--- src/rtl/kyber_pkg.sv ---
// Shared Kyber constants, coefficient type and the CBD sampler state encoding.
package kyber_pkg;

  localparam int          KYBER_Q      = 3329;
  localparam int          KYBER_N      = 256;
  localparam int          COEFF_W      = 12;
  localparam logic [13:0] PRF_LEN_ETA2 = 14'd1024;

  typedef logic [COEFF_W-1:0] coeff_t;

  typedef enum logic [2:0] {
    ST_IDLE     = 3'd0,
    ST_REQ1     = 3'd1,
    ST_REQ2     = 3'd2,
    ST_WAIT_PRF = 3'd3,
    ST_EMIT     = 3'd4,
    ST_DONE     = 3'd5
  } cbd_state_e;

endpackage

--- src/rtl/cbd2_coeff.sv ---
// Centred binomial (eta=2) decode of one 4-bit nibble into a mod-q coefficient.
module cbd2_coeff
  import kyber_pkg::*;
(
  input  logic [3:0] nibble,
  output coeff_t     coeff
);

  localparam coeff_t Q_C = coeff_t'(KYBER_Q);

  logic [1:0] a_s;
  logic [1:0] b_s;

  // Sum bit pairs, then fold the signed difference into [0, q-1]
  always_comb begin
    a_s = {1'b0, nibble[0]} + {1'b0, nibble[1]};
    b_s = {1'b0, nibble[2]} + {1'b0, nibble[3]};
    if (a_s >= b_s) begin
      coeff = {10'd0, a_s - b_s};
    end else begin
      coeff = Q_C - {10'd0, b_s - a_s};
    end
  end

endmodule

--- src/rtl/cbd2_sampler.sv ---
// Drives a SHAKE256 PRF request, buffers its 1024-bit squeeze and streams
// 256 CBD(eta=2) coefficients over valid/ready.
module cbd2_sampler
  import kyber_pkg::*;
#(
  parameter int ETA     = 2,
  parameter int N       = 256,
  parameter int Q       = 3329,
  parameter int COEFF_W = 12
) (
  input  logic               clk,
  input  logic               rst,
  input  logic               start,
  input  logic [255:0]       seed,
  input  logic [7:0]         nonce,
  output logic               busy,
  output logic               prf_enable,
  output logic [255:0]       prf_seed,
  output logic [7:0]         prf_nonce,
  output logic [13:0]        prf_output_len,
  input  logic               prf_done,
  input  logic [1023:0]      prf_data,
  output logic               coeff_valid,
  input  logic               coeff_ready,
  output logic [COEFF_W-1:0] coeff_out,
  output logic [7:0]         coeff_idx,
  output logic               done
);

  if (ETA != 2 || Q != KYBER_Q || COEFF_W != 12) begin : g_param_check
    $error("cbd2_sampler: only ETA=2, Q=3329, COEFF_W=12 are supported");
  end

  localparam logic [7:0] LAST_IDX = 8'(N - 1);

  cbd_state_e          state_r;
  cbd_state_e          state_next_s;
  logic                busy_r;
  logic                prf_enable_r;
  logic                done_r;
  logic [255:0]        seed_r;
  logic [7:0]          nonce_r;
  logic [1023:0]       buf_r;
  logic [7:0]          idx_r;
  logic [COEFF_W-1:0]  coeff_r;
  logic                valid_r;
  logic [7:0]          sel_idx_s;
  logic [3:0]          nibble_s;
  coeff_t              coeff_s;

  // Next-state logic; prf_done only counts once the peer has been restarted
  always_comb begin
    state_next_s = state_r;
    case (state_r)
      ST_IDLE: begin
        if (start) state_next_s = ST_REQ1;
        else       state_next_s = ST_IDLE;
      end
      ST_REQ1: state_next_s = ST_REQ2;
      ST_REQ2: state_next_s = ST_WAIT_PRF;
      ST_WAIT_PRF: begin
        if (prf_done) state_next_s = ST_EMIT;
        else          state_next_s = ST_WAIT_PRF;
      end
      ST_EMIT: begin
        if (valid_r && coeff_ready && (idx_r == LAST_IDX)) state_next_s = ST_DONE;
        else                                               state_next_s = ST_EMIT;
      end
      ST_DONE: state_next_s = ST_IDLE;
      default: state_next_s = ST_IDLE;
    endcase
  end

  // Nibble selection: the coefficient being loaded is the current one until
  // valid is up, afterwards the one following the accepted index
  always_comb begin
    if (valid_r) sel_idx_s = idx_r + 8'd1;
    else         sel_idx_s = idx_r;
    nibble_s = buf_r[{sel_idx_s, 2'b00} +: 4];
  end

  cbd2_coeff u_coeff (
    .nibble (nibble_s),
    .coeff  (coeff_s)
  );

  // State register and state-derived registered outputs
  always_ff @(posedge clk or posedge rst) begin
    if (rst) begin
      state_r      <= ST_IDLE;
      busy_r       <= 1'b0;
      prf_enable_r <= 1'b0;
      done_r       <= 1'b0;
    end else begin
      state_r      <= state_next_s;
      busy_r       <= (state_next_s != ST_IDLE);
      prf_enable_r <= (state_next_s == ST_REQ1) || (state_next_s == ST_REQ2);
      done_r       <= (state_next_s == ST_DONE);
    end
  end

  // Request capture, PRF buffer and coefficient stream registers
  always_ff @(posedge clk or posedge rst) begin
    if (rst) begin
      seed_r  <= 256'd0;
      nonce_r <= 8'd0;
      buf_r   <= 1024'd0;
      idx_r   <= 8'd0;
      coeff_r <= {COEFF_W{1'b0}};
      valid_r <= 1'b0;
    end else begin
      case (state_r)
        ST_IDLE: begin
          if (start) begin
            seed_r  <= seed;
            nonce_r <= nonce;
            idx_r   <= 8'd0;
          end
        end
        ST_WAIT_PRF: begin
          if (prf_done) buf_r <= prf_data;
        end
        ST_EMIT: begin
          if (!valid_r) begin
            coeff_r <= coeff_s;
            valid_r <= 1'b1;
          end else if (coeff_ready) begin
            if (idx_r == LAST_IDX) begin
              valid_r <= 1'b0;
            end else begin
              idx_r   <= idx_r + 8'd1;
              coeff_r <= coeff_s;
            end
          end
        end
        default: begin
        end
      endcase
    end
  end

  assign busy           = busy_r;
  assign prf_enable     = prf_enable_r;
  assign prf_seed       = seed_r;
  assign prf_nonce      = nonce_r;
  assign prf_output_len = PRF_LEN_ETA2;
  assign coeff_valid    = valid_r;
  assign coeff_out      = coeff_r;
  assign coeff_idx      = idx_r;
  assign done           = done_r;

endmodule

--- config.mk ---
export PLATFORM = sky130hd
export DESIGN_NAME = cbd2_sampler
export DESIGN_NICKNAME = d
export VERILOG_FILES = /design/src/rtl/kyber_pkg.sv /design/src/rtl/cbd2_coeff.sv /design/src/rtl/cbd2_sampler.sv
export SDC_FILE = /design/constraint.sdc
export NUM_CORES = 2
export LEC_CHECK = 0
export BUFFER_PORTS_ARGS = -buffer_cell sky130_fd_sc_hd__buf_2
export CAP_MARGIN = 40
export CORE_AREA = 2 2 616 618
export DETAILED_ROUTE_END_ITERATION = 12
export DIE_AREA = 0 0 618 620
export GPL_TIMING_DRIVEN = 0
export PLACE_DENSITY = 0.42
export SYNTH_ARGS = -nofsm -noshare
export SYNTH_HDL_FRONTEND = slang
export SYNTH_SLANG_ARGS = --single-unit
--- constraint.sdc ---
create_clock -name clk -period 60 [get_ports clk]
set_clock_uncertainty 0.1 [all_clocks]
set_input_delay 9 -clock clk [delete_from_list [all_inputs] [get_ports clk]]
set_output_delay 9 -clock clk [all_outputs]
set_load 0.02 [all_outputs]
==> qor.csv <==
stage;metric;value;unit
clock_tree;Clock Root Buffer;clkbuf_16;
clock_tree;clk_lat worst skew;0.89;ns
yosys;ys async rst share;100.0;%
global_routing;GR Overflow Total;0;
route;wire per inst;35.96;um
route;drc violations;0;
timing;Final Critical Period;11.83;ns
yosys;Post-synth EDFFs;0;
global_routing;M3 GR Usage;4.891;%
timing;setup_tns;0;ns
floorplan;IO Pins;1595;
critical_path;CP Capture Type;asynchronous set/reset pin;
yosys;Synth top area share;57.05;%
route;TritonRoute pass-1 iters;5;
critical_path;CP Max Fanout;112;
clock_tree;CTS buffer count;172;
floorplan;die area;0.3832;mm^2
critical_path;Buf/Inv on CP;8;
floorplan;Die X;618;um
timing;Slew Limit Fails;0;
global_routing;vias in the first global route;44508;
yosys;post-synthesis xor/xnor area fraction;0.1221;%
timing;Final Hold Viols;0;
power;PD cells;60.42;mW/mm^2
status;status;completed;
place;GPL Wtd Cong;0.8671;
timing;Setup Viol. Count Final;0;
clock_tree;TritonCTS sink count;1308;
route;Post-DRT Antenna Nets;0;
yosys;Syn Inst Count;3576;
critical_path;Largest stage delay, worst path;0.46;ns
yosys;largest cells by area after synthesis;dfrtp_1, mux2_2, mux4_2;
yosys;Synth Area in Compound Gates;1.924;%
yosys;mean post-synth cell area;16.04;um^2
global_routing;busiest layer in global routing;met2;
route;total number of vias;42895;
critical_path;Critical Path RT;60.81;ns
power;overall power;4.837;mW
yosys;Yosys warnings;0;
timing;unrepaired setup endpoints after global routing;no;
critical_path;CP max stage cell;buf_16;
timing;Slew @ Worst Pin;1.026;ns
power;Peak VDD IR;0.00002952;V
yosys;#FFs+latches synth;1308;
clock_tree;Max Root-Sink Buffers;4;
global_routing;initial antenna violation count;457;
cells_and_area;Non-Filler Instances;10771;
floorplan;core area;0.3772;mm^2
yosys;post-synthesis simple-gate area fraction;1.924;%
floorplan;Initial Util;15.21;%
global_routing;GRT Total Usage;19.62;%
yosys;cell with the most instances after synthesis;dfrtp_1;
critical_path;crit-path cells;buf_2, inv_8, buf_16, buf_16, buf_16, buf_16, buf_16, buf_16;
yosys;Cell variety after synth;71;
critical_path;kind of start point of the critical path;input pin;
global_routing;largest net degree at the start of global routing;124;
cells_and_area;Area growth, synth to finish;39.54;%
clock_tree;Post-CTS Setup Bufs;0;
route;Via density;3.982;
clock_tree;Hold-fix buffers, CTS;0;
yosys;post-synthesis sequential area ratio;57.05;%
place;IO Port Bufs;1579;
cells_and_area;Layout Nets;6768;
timing;period utilization;19.71;%
yosys;mux contribution to synthesized area;36.33;%
cells_and_area;share of layout cells above drive strength 1;65.61;%
place;placed cells;10308;
yosys;Mapped Area;0.05737;mm^2
yosys;main combinational cell family by area after synthesis;multiplexers;
timing;Max Freq;84.54;MHz
run;number of max-cap violations;0;
power;Leak Pwr;34.60;nW
clock_tree;Clock Pin Slew Worst Setup and Hold Paths;0.06;ns
floorplan;floorplan row count;226;
critical_path;arrival time of the worst setup path;12.64;ns
yosys;ys flop type;dfrtp_1;
critical_path;cell mode on critical path;buf_16;
yosys;Post-synth top cells;dfrtp_1, mux2_2, mux4_2;
clock_tree;H-tree depth;4;
route;final wirelength;387300;um
critical_path;critical path class;input pin to asynchronous set/reset pin;
global_routing;met1 usage;20.50;%
global_routing;first-pass GRT wire length;482600;um
global_routing;met2 Usage GRT;37.44;%
yosys;Synth Area in Adders;0.1657;%
timing;max_slew headroom;31.50;%
floorplan;Die Y;620;um
hold_path;Tightest Hold Check Type;flop to flop;
yosys;dominant cell type by area after synthesis;dfrtp_1;
critical_path;CP delay by family, top;buffers and inverters;
route;Initial DRC Count;2331;
clock_tree;post-CTS sizing;0;
timing;Fin Hold WS;0.3963;ns
clock_tree;CTS tree;yes;
place;dpl hpwl;327700;um
[through the flow]
| stage | instance area [um^2] | setup WS [ns] | utilization (%) |
|---|---|---|---|
| global placement | 71600 | -3.404 | 18.98 |
| global route | 79880 | 47.73 | 21.18 |
| detailed placement | 73600 | 47.19 | 19.51 |
| CTS | 79650 | 48.15 | 21.12 |
| floorplan | 57420 | 14.03 | - |
| finish | 80050 | 48.17 | 21.22 |
[cell type report]
class	count	area, um^2
Sequential cell	1308	32730
Clock buffer	241	4967
Fill cell	40650	297200
Multi-Input combinational cell	2011	23330
Timing Repair Buffer	1705	9838
Inverter	8	37.54
Antenna cell	154	385.4
Tap cell	5016	6276
Buffer	262	1404
Clock inverter	66	1087
[routing by layer]
metal	vias up	routed length (um)	part of all wire [%]
li1	17352	-	-
met1	22352	137000	35
met2	2007	207500	54
met3	1016	23380	6.0
met4	168	18380	4.7
met5	-	1105	0.29
[path summary, 6_finish.rpt]
path | from | end | slack [ns] | cells after the start
setup reg to reg | coeff_idx[1] | coeff_out[1] | 52.25 | 24
hold reg to reg | buf_r[866] | buf_r[866] | 0.40 | 1
hold / removal | buf_r[866] | buf_r[866] | 0.40 | 1
min in group asynchronous | rst | prf_seed[118] | 8.07 | 2
max in group clk | start | prf_seed[213] | 48.66 | 10
setup / recovery | rst | buf_r[816] | 48.17 | 8
[power by group]
| part | switching, mW | internal (mW) | total, mW |
|---|---|---|---|
| clock | 0.447 | 0.675 | 1.12 |
| combinational | 1.19 | 0.936 | 2.13 |
| sequential | 0.251 | 1.34 | 1.59 |
[placed cells by master, fill, tap and decap left out, types with 14 or more instances in the layout]
| cell | n |
|---|---|
| buf_2 | 1650 |
| dfrtp_1 | 1308 |
| mux2_2 | 1297 |
| mux4_2 | 240 |
| clkbuf_16 | 175 |
| diode_2 | 154 |
| clkbuf_1 | 151 |
| nand2_1 | 93 |
| buf_4 | 57 |
| mux2i_1 | 50 |
| buf_6 | 41 |
| o22ai_1 | 36 |
| clkbuf_8 | 34 |
| buf_8 | 32 |
| a21oi_1 | 27 |
| buf_16 | 26 |
| nor3_1 | 24 |
| bufinv_16 | 22 |
| clkinv_2 | 22 |
| nand3_1 | 19 |
| nor2_1 | 19 |
| buf_12 | 16 |
| a31oi_1 | 15 |
| conb_1 | 15 |
| clkbuf_2 | 14 |
[logic make-up (layout without fill, tap and decap cells)]
group           count (synthesis)  after routing
compound gates                161            161
xor+xnor                        5              5
fa+ha+maj                       7              7
simple gates                  223            223
flops                        1308           1308
mux                          1600           1600
other cells                     2            169
buf+inv                       270           2282
[flip-flops by register name (all words and copies together), names as in the netlist]
register     count
done             1
state_r          3
coeff_idx        8
prf_enable       1
coeff_out        5
prf_seed       256
buf_r         1024
coeff_valid      1
busy             1
prf_nonce        8
[worst register-to-register path, cell delays in order, from the launching register on]
cell and delay [ns]:
dfrtp_1 0.53, ha_1 0.34, mux2i_4 0.45, buf_16 0.21
buf_2 0.71, buf_2 0.51, buf_16 0.21, buf_2 0.60
mux4_2 0.48, o22ai_1 0.48, buf_4 0.29, nor4_1 0.11
buf_2 0.18, a21oi_1 0.39, nand4_1 0.26, ha_1 0.38
inv_1 0.07, ha_1 0.14, inv_1 0.05, fa_1 0.40
clkbuf_1 0.19, nor3b_1 0.21, a21oi_1 0.05, o21ai_0 0.17
mux2_2 0.17
(Power assumes the default switching activity.)
